==> config.mk <==
export PLATFORM = sky130hd
export DESIGN_NAME = shift_sequencer
export DESIGN_NICKNAME = d
export VERILOG_FILES = /design/src/rtl/shift_sequencer.sv
export SDC_FILE = /design/constraint.sdc
export NUM_CORES = 1
export LEC_CHECK = 0
export ABC_AREA = 0
export CORE_ASPECT_RATIO = 1.25
export CORE_UTILIZATION = 40
export CTS_BUF_LIST = sky130_fd_sc_hd__clkbuf_2 sky130_fd_sc_hd__clkbuf_4 sky130_fd_sc_hd__clkbuf_8
export CTS_CLUSTER_DIAMETER = 80
export DETAILED_ROUTE_END_ITERATION = 8
export GPL_TIMING_DRIVEN = 0
export PLACE_DENSITY = 0.79
export SYNTH_ARGS = -nofsm -noshare
export SYNTH_HDL_FRONTEND = slang
export SYNTH_SLANG_ARGS = --single-unit
==> constraint.sdc <==
create_clock -name clk -period 1.8 [get_ports clk]
set_clock_uncertainty 0.1 [all_clocks]
set_input_delay 0.27 -clock clk [delete_from_list [all_inputs] [get_ports clk]]
set_output_delay 0.27 -clock clk [all_outputs]
set_load 0.02 [all_outputs]
==> src/rtl/shift_sequencer.sv <==
`default_nettype none
// ============================================================================
// Module      : shift_sequencer
// Description : Multi-cycle controller driving a single-position shifter.
//               Latches an operand/op/amount on a start/ready handshake,
//               feeds the shifter output back once per clock until the
//               amount is used up, then pulses done with the result.
//               Optional build macro SHIFT_SEQ_EARLY_EXIT_EN: logical
//               shifts finish as soon as the working value becomes zero.
// Revision    : 1.0 - initial release
// ============================================================================
module shift_sequencer #(
  parameter int OPSIZE = 2,
  parameter int DSIZE  = 16,
  parameter int ASIZE  = 4    // 2**ASIZE must be >= DSIZE
) (
  input  logic              clk,
  input  logic              rst_n,
  input  logic              start,
  input  logic [OPSIZE-1:0] op,
  input  logic [ASIZE-1:0]  amount,
  input  logic [DSIZE-1:0]  data_in,
  output logic              ready,
  output logic              busy,
  output logic              done,
  output logic [DSIZE-1:0]  result,
  output logic [DSIZE-1:0]  sh_data_b,
  output logic [OPSIZE-1:0] sh_op,
  input  logic [DSIZE-1:0]  sh_f
);

  typedef enum logic [1:0] {
    S_IDLE  = 2'd0,
    S_SHIFT = 2'd1,
    S_DONE  = 2'd2
  } state_t;

  localparam logic [ASIZE-1:0] C_CNT_ONE = ASIZE'(1);

  state_t             state;
  logic [DSIZE-1:0]   work;
  logic [OPSIZE-1:0]  op_r;
  logic [ASIZE-1:0]   cnt;

  // Exit condition evaluated in SHIFT: count exhausted, or (optionally) a
  // logical shift that has already cleared every bit.
  logic               last_step;

`ifdef SHIFT_SEQ_EARLY_EXIT_EN
  logic               zero_exit;

  // Only logical shifts (op_r[1]==0) can collapse to zero; rotates never do.
  always_comb begin
    zero_exit = (op_r[1] == 1'b0) && (sh_f == '0);
    last_step = (cnt == C_CNT_ONE) || zero_exit;
  end
`else
  // Plain build: always run the full requested number of steps.
  always_comb begin
    last_step = (cnt == C_CNT_ONE);
  end
`endif

  // Sequencer state, working register, latched op and remaining-step count.
  always_ff @(posedge clk or negedge rst_n) begin
    if (!rst_n) begin
      state <= S_IDLE;
      work  <= '0;
      op_r  <= '0;
      cnt   <= '0;
    end else begin
      case (state)
        S_IDLE: begin
          if (start) begin
            work  <= data_in;
            op_r  <= op;
            cnt   <= amount;
            state <= (amount == '0) ? S_DONE : S_SHIFT;
          end
        end
        S_SHIFT: begin
          // In the early-exit case sh_f is already zero, so loading it is
          // the same as clearing the working register.
          work <= sh_f;
          cnt  <= cnt - C_CNT_ONE;
          if (last_step) begin
            state <= S_DONE;
          end
        end
        S_DONE: begin
          state <= S_IDLE;
        end
        default: begin
          state <= S_IDLE;
        end
      endcase
    end
  end

  // Outputs decode only from registered state, no input-to-output paths.
  assign ready     = (state == S_IDLE);
  assign busy      = (state == S_SHIFT);
  assign done      = (state == S_DONE);
  assign result    = work;
  assign sh_data_b = work;
  assign sh_op     = op_r;

endmodule
`default_nettype wire

* Word-level counts from Yosys, hierarchy flattened *
Index checks and enable logic that the tools add are counted.

cells by class
  $add $sub $neg = 1
  $mul = 0
  div/mod/pow operators = 0
  $lt $le $gt $ge = 0
  eq/ne operators = 5
  shift-type cells = 0
  multiplexer cells = 8
  bitwise logic cells = 0
  reduce and logical (&&, ||, !) cells = 6

operators with widths
  kind                                              count
  one-hot mux 16 bit (2 select lines)               1
  two-way mux 16 bit                                1
  one-hot mux 4 bit (2 select lines)                1
  two-way mux 2 bit                                 3
  AND reduction 2 bit                               3
  == test 4 x 1 -> 1 bit, second input constant     1
  logical NOT 4 bit                                 1
  two-way mux 4 bit                                 1
  one-hot mux 2 bit (2 select lines)                1
  subtractor 4 x 1 -> 4 bit, second input constant  1
  == test 2 x 1 -> 1 bit, second input constant     1
  == test 2 bit, second input constant              1
  logical NOT 2 bit                                 1
  != test 2 x 1 -> 1 bit, second input constant     1
  != test 2 bit, second input constant              1
  nonzero test 2 bit                                1

storage, ports and cells
  bits in registers = 24
  bits in latches = 0
  bits in writable memories = 0
  bits in read-only memories = 0
  bits of input ports = 41
  output and inout port bits = 37
  word-level logic and storage cells = 24
  memories kept = 0

* Logic depth before layout (Yosys ltp) *
  word-level depth = 4
  mapped depth = 6

* Worst setup path after synthesis *
Ideal clock, no wire load.

  path type = reg-to-output
  start = reg state[1]
  end = out done
  arrival = 1.070 ns
  slack = 0.360 ns
  stages on the path, launching flop included = 4
  cell sequence = dfrtp_1 -> buf_6 -> clkbuf_1 -> nor2b_1

on the way
  longest elaborated chain between the ends = 1

RTL lines
  what                    line  source
  from (decl)             40    state_t state;
  from (signal assigned)  78    state <= (amount == '0) ? S_DONE : S_SHIFT;
  == test 2 bit           103   assign done = (state == S_DONE);
  to (decl)               25    output logic done,

No other way between the ends.

* Final worst setup path *
  start = reg work[7] (netlist: result[7])
  end = out sh_data_b[7]

RTL lines
  what                    line  source
  from (decl)             41    logic [DSIZE-1:0] work;
  from (signal assigned)  75    work <= data_in;
  to (decl)               27    output logic [DSIZE-1:0] sh_data_b,

No word-level cell between the ends.

==> flow_metrics.py <==
metrics = {
    "worst_setup_path": {
        "rr_worst_depth": 5,
        "rr_startpoint": "state[1]$_DFFE_PN0P_",
        "worst_setup_path_end_kind": "output port",
        "critical_path_class": "flip-flop to output port",
        "cp-start-kind": "flip-flop",
        "cp_max_fo": 4,
        "required_ns": 1.43,
        "critPathArrivalTime_ns": 1.40,
        "r2r_setup_slack_ns": 0.28,
        "rr_endpoint": "sh_op[1]$_DFFE_PN0P_",
    },
    "synthesis": {
        "synthAdderAreaFrac": 0.0171,
        "synth_area_per_cell_sq_um": 9.44,
        "yosys.area.top_type_share": 0.410,
        "yosysWarnings": 0,
        "synth-simple-area-share": 0.165,
        "synth_seq_cells": 24,
        "yosys-top-cells-area": "dfrtp_1 41%, buf_4 8.7%, nor2b_1 8.5%",
        "synth_compound_area_frac": 0.245,
        "synthArstFlopShare": 1.00,
        "ys_seq_area_frac": 0.410,
        "muxShareOfSynthArea": 0.0274,
        "synth-edff-count": 0,
        "syn-cell-area_sq_mm": 0.00146,
        "syn-instance-count": 155,
        "synth_top_family_by_area": "compound AO/OA/AOI/OAI gates",
        "synth-main-ff-cell": "dfrtp_1",
        "synth.distinct_cells": 32,
        "yosys.area.top_type": "dfrtp_1",
        "synth_xor_area_frac": 0,
        "syn_nets": 198,
    },
    "hold_path": {
        "worstHoldStart": "sh_op[1]$_DFFE_PN0P_",
        "whs_endpoint": "sh_op[1]$_DFFE_PN0P_",
        "min_path_cells": 1,
        "hold_path.class": "flip-flop to flip-flop",
    },
    "cts": {
        "cts-root-buf": "clkbuf_8",
        "clkTransAtPathRegs_ns": 0.09,
        "clk_latency_ns": 0.26,
        "tritoncts": "done",
        "clock_path_buffers": 2,
        "hold_buffers": 0,
        "h-tree-depth": 1,
        "cts_buffers": 3,
        "clkSinkCount": 24,
    },
    "timing": {
        "rsz0062_at_grt": "false",
        "whs_ns": 0.418,
        "hold_violations": 0,
        "setup_viol": 0,
        "fmax_mhz": 565,
        "tightest_slew_ns": 1.09,
        "period_share": 0.984,
        "drv_slew": 0,
        "fin_crit_ns": 1.77,
        "max-slew-margin-rel": 0.269,
    },
    "pwr": {
        "intPower_mw": 2.35,
        "total_power_mw": 3.98,
        "p_seq_frac": 0.265,
        "swShare": 0.410,
        "clkPwrFrac": 0.080,
        "p_per_area_mw_per_mm2": 1700,
        "vdd.ir_drop.worst_mv": 1.07,
        "combPwrFrac": 0.655,
        "p_sw_mw": 1.63,
        "power.leakage_nw": 1.02,
    },
    "routing": {
        "drc": 0,
        "via_per_inst": 5.15,
        "detail-route-antenna-nets": 0,
        "drt-total-wl_mm": 3.90,
        "drtIter0Drc": 42,
        "vias": 1415,
        "wire_per_inst_microns": 14.2,
        "drt-pass1-iter-count": 4,
    },
    "final_layout": {
        "drive_gt1_frac": 0.165,
        "nFillCells": 291,
        "diodes": 0,
        "finalNetCount": 281,
        "area_growth_pct": 60.1,
    },
    "floorplanning": {
        "die_w_microns": 56.1,
        "start_util": 0.420,
        "rows": 24,
        "io_pins": 78,
        "die_area_sq_mm": 0.00391,
        "die_y_microns": 69.6,
        "core_area_sq_mm": 0.00348,
    },
    "run": {
        "maxCapViolations": 0,
    },
    "global_route": {
        "grtUsageTotal": 0.207,
        "grt_pass1_vias": 1424,
        "grt_pass1_wl_mm": 6.58,
        "antenna_found_initial": 0,
        "grt_max_degree": 25,
        "overflow": 0,
    },
    "placement": {
        "gp_congestion": 0.820,
        "portBuffers": 77,
        "place_hpwl_mm": 2.77,
    },
    "outcome": {
        "status": "completed",
    },
}
==> cells in the final DEF, fill, tap and decap left out, drive strengths merged <==
cell           instances
clkbuf                 8
inv                    2
nor2b                 21
and3                   1
nor3                   2
dlymetal6s2s           2
or4b                   1
nor4                   1
a32oi                  1
or3b                   1
nor2                   3
clkdlybuf4s50         72
a2bb2oi                1
mux2                   2
o311ai                 1
a22oi                 16
or2                    1
a221oi                 2
mux2i                  1
buf                   26
clkdlybuf4s15          1
nor3b                  1
ha                     2
a21bo                  1
a21oi                 19
and2b                  2
o21ai                 18
nand2b                 2
and3b                  1
dfrtp                 24
==> registers in the layout, indices dropped and copies added, names as in the netlist <==
register / count
cnt: 4
result: 16
sh_op: 2
state: 2
==> layer usage <==
metal	routed length, microns	up-vias	global-route usage	share of wire
met5	0	-	0	0
met4	17	0	0.0623	0.0044
met3	206	2	0.0280	0.053
met2	1960	57	0.370	0.50
met1	1720	656	0.255	0.44
li1	-	700	-	-
==> how the worst max path moves through the flow <==
stage,from,slack (ns),to,cells past startpoint
6_report,result[7]$_DFFE_PN0P_,0.03,sh_data_b[7],2
3_3_place_gp,state[1]$_DFFE_PN0P_,-0.20,done,4
4_1_cts,state[0]$_DFFE_PN0P_,0.008,ready,4
3_5_place_dp,state[1]$_DFFE_PN0P_,-0.21,done,4
5_1_grt,result[7]$_DFFE_PN0P_,0.002,sh_data_b[7],2
2_1_floorplan,state[1]$_DFFE_PN0P_,0.36,done,3
==> Yosys cell counts, types with 2 or more instances <==
| cell | instances |
|---|---|
| a221oi_1 | 2 |
| a21oi_1 | 19 |
| a22oi_1 | 16 |
| buf_2 | 4 |
| buf_4 | 17 |
| dfrtp_1 | 24 |
| clkbuf_1 | 4 |
| inv_1 | 2 |
| nor2_1 | 3 |
| nand2b_1 | 2 |
| o21ai_0 | 17 |
| buf_6 | 2 |
| mux2_4 | 2 |
| nor2b_1 | 20 |
| and2b_1 | 2 |
| ha_1 | 2 |
| nor3_1 | 2 |
==> power by group through the flow <==
| stage | logic (mW) | registers [mW] | clock network [mW] |
|---|---|---|---|
| CTS | 2.63 | 1.05 | 0.330 |
| global route | 2.78 | 1.09 | 0.336 |
| detailed placement | 2.58 | 1.06 | 0 |
| floorplan | 1.26 | 1.26 | 0 |
| finish | 2.61 | 1.05 | 0.319 |
| global placement | 2.55 | 1.05 | 0 |
==> cell families (layout without fill, tap and decap cells) <==
family                   count (synthesis)  after routing
multiplexers                             3              3
AND/OR/NAND/NOR                         37             37
buffers and inverters                   30            111
adder cells (fa/ha/maj)                  2              2
AO/OA/AOI/OAI                           59             59
flip-flops                              24             24
==> final cells by class <==
type	count	area, sq um	share of cell area
plain buffers	28	203	0.0865
multi-input cells	101	668	0.285
well taps	39	48.8	0.0208
flip-flops and latches	24	601	0.256
clock buffers	3	41.3	0.0176
inverters	2	7.51	0.00320
repair buffers	78	774	0.330
==> worst max-delay path: stages, from the launching register on <==
cell and delay, ns:
dfrtp_1 0.42, buf_4 0.13, clkdlybuf4s50_1 0.59
==> what timing repair did <==
| action | CTS | global route |
|---|---|---|
| pin swaps | 0 | 0 |
| setup endpoints to repair | 3 | 5 |
| buffers inserted | 1 | 0 |
| gates resized for setup | 15 | 5 |
==> stage by stage <==
| stage | instance area (sq um) | TNS (ns) | setup slack (ns) | util | cells |
|---|---|---|---|---|---|
| global route | 2340 | 0 | 0.00239 | 0.673 | 275 |
| detailed placement | 2280 | -0.898 | -0.210 | 0.656 | 271 |
| floorplan | 1460 | 0 | 0.360 | - | 155 |
| CTS | 2350 | 0 | 0.00764 | 0.674 | 275 |
| finish | 2340 | 0 | 0.0293 | 0.673 | 275 |
| global placement | 2280 | -0.842 | -0.200 | 0.656 | 271 |
Note: power is estimated with default switching activity, not from simulation.
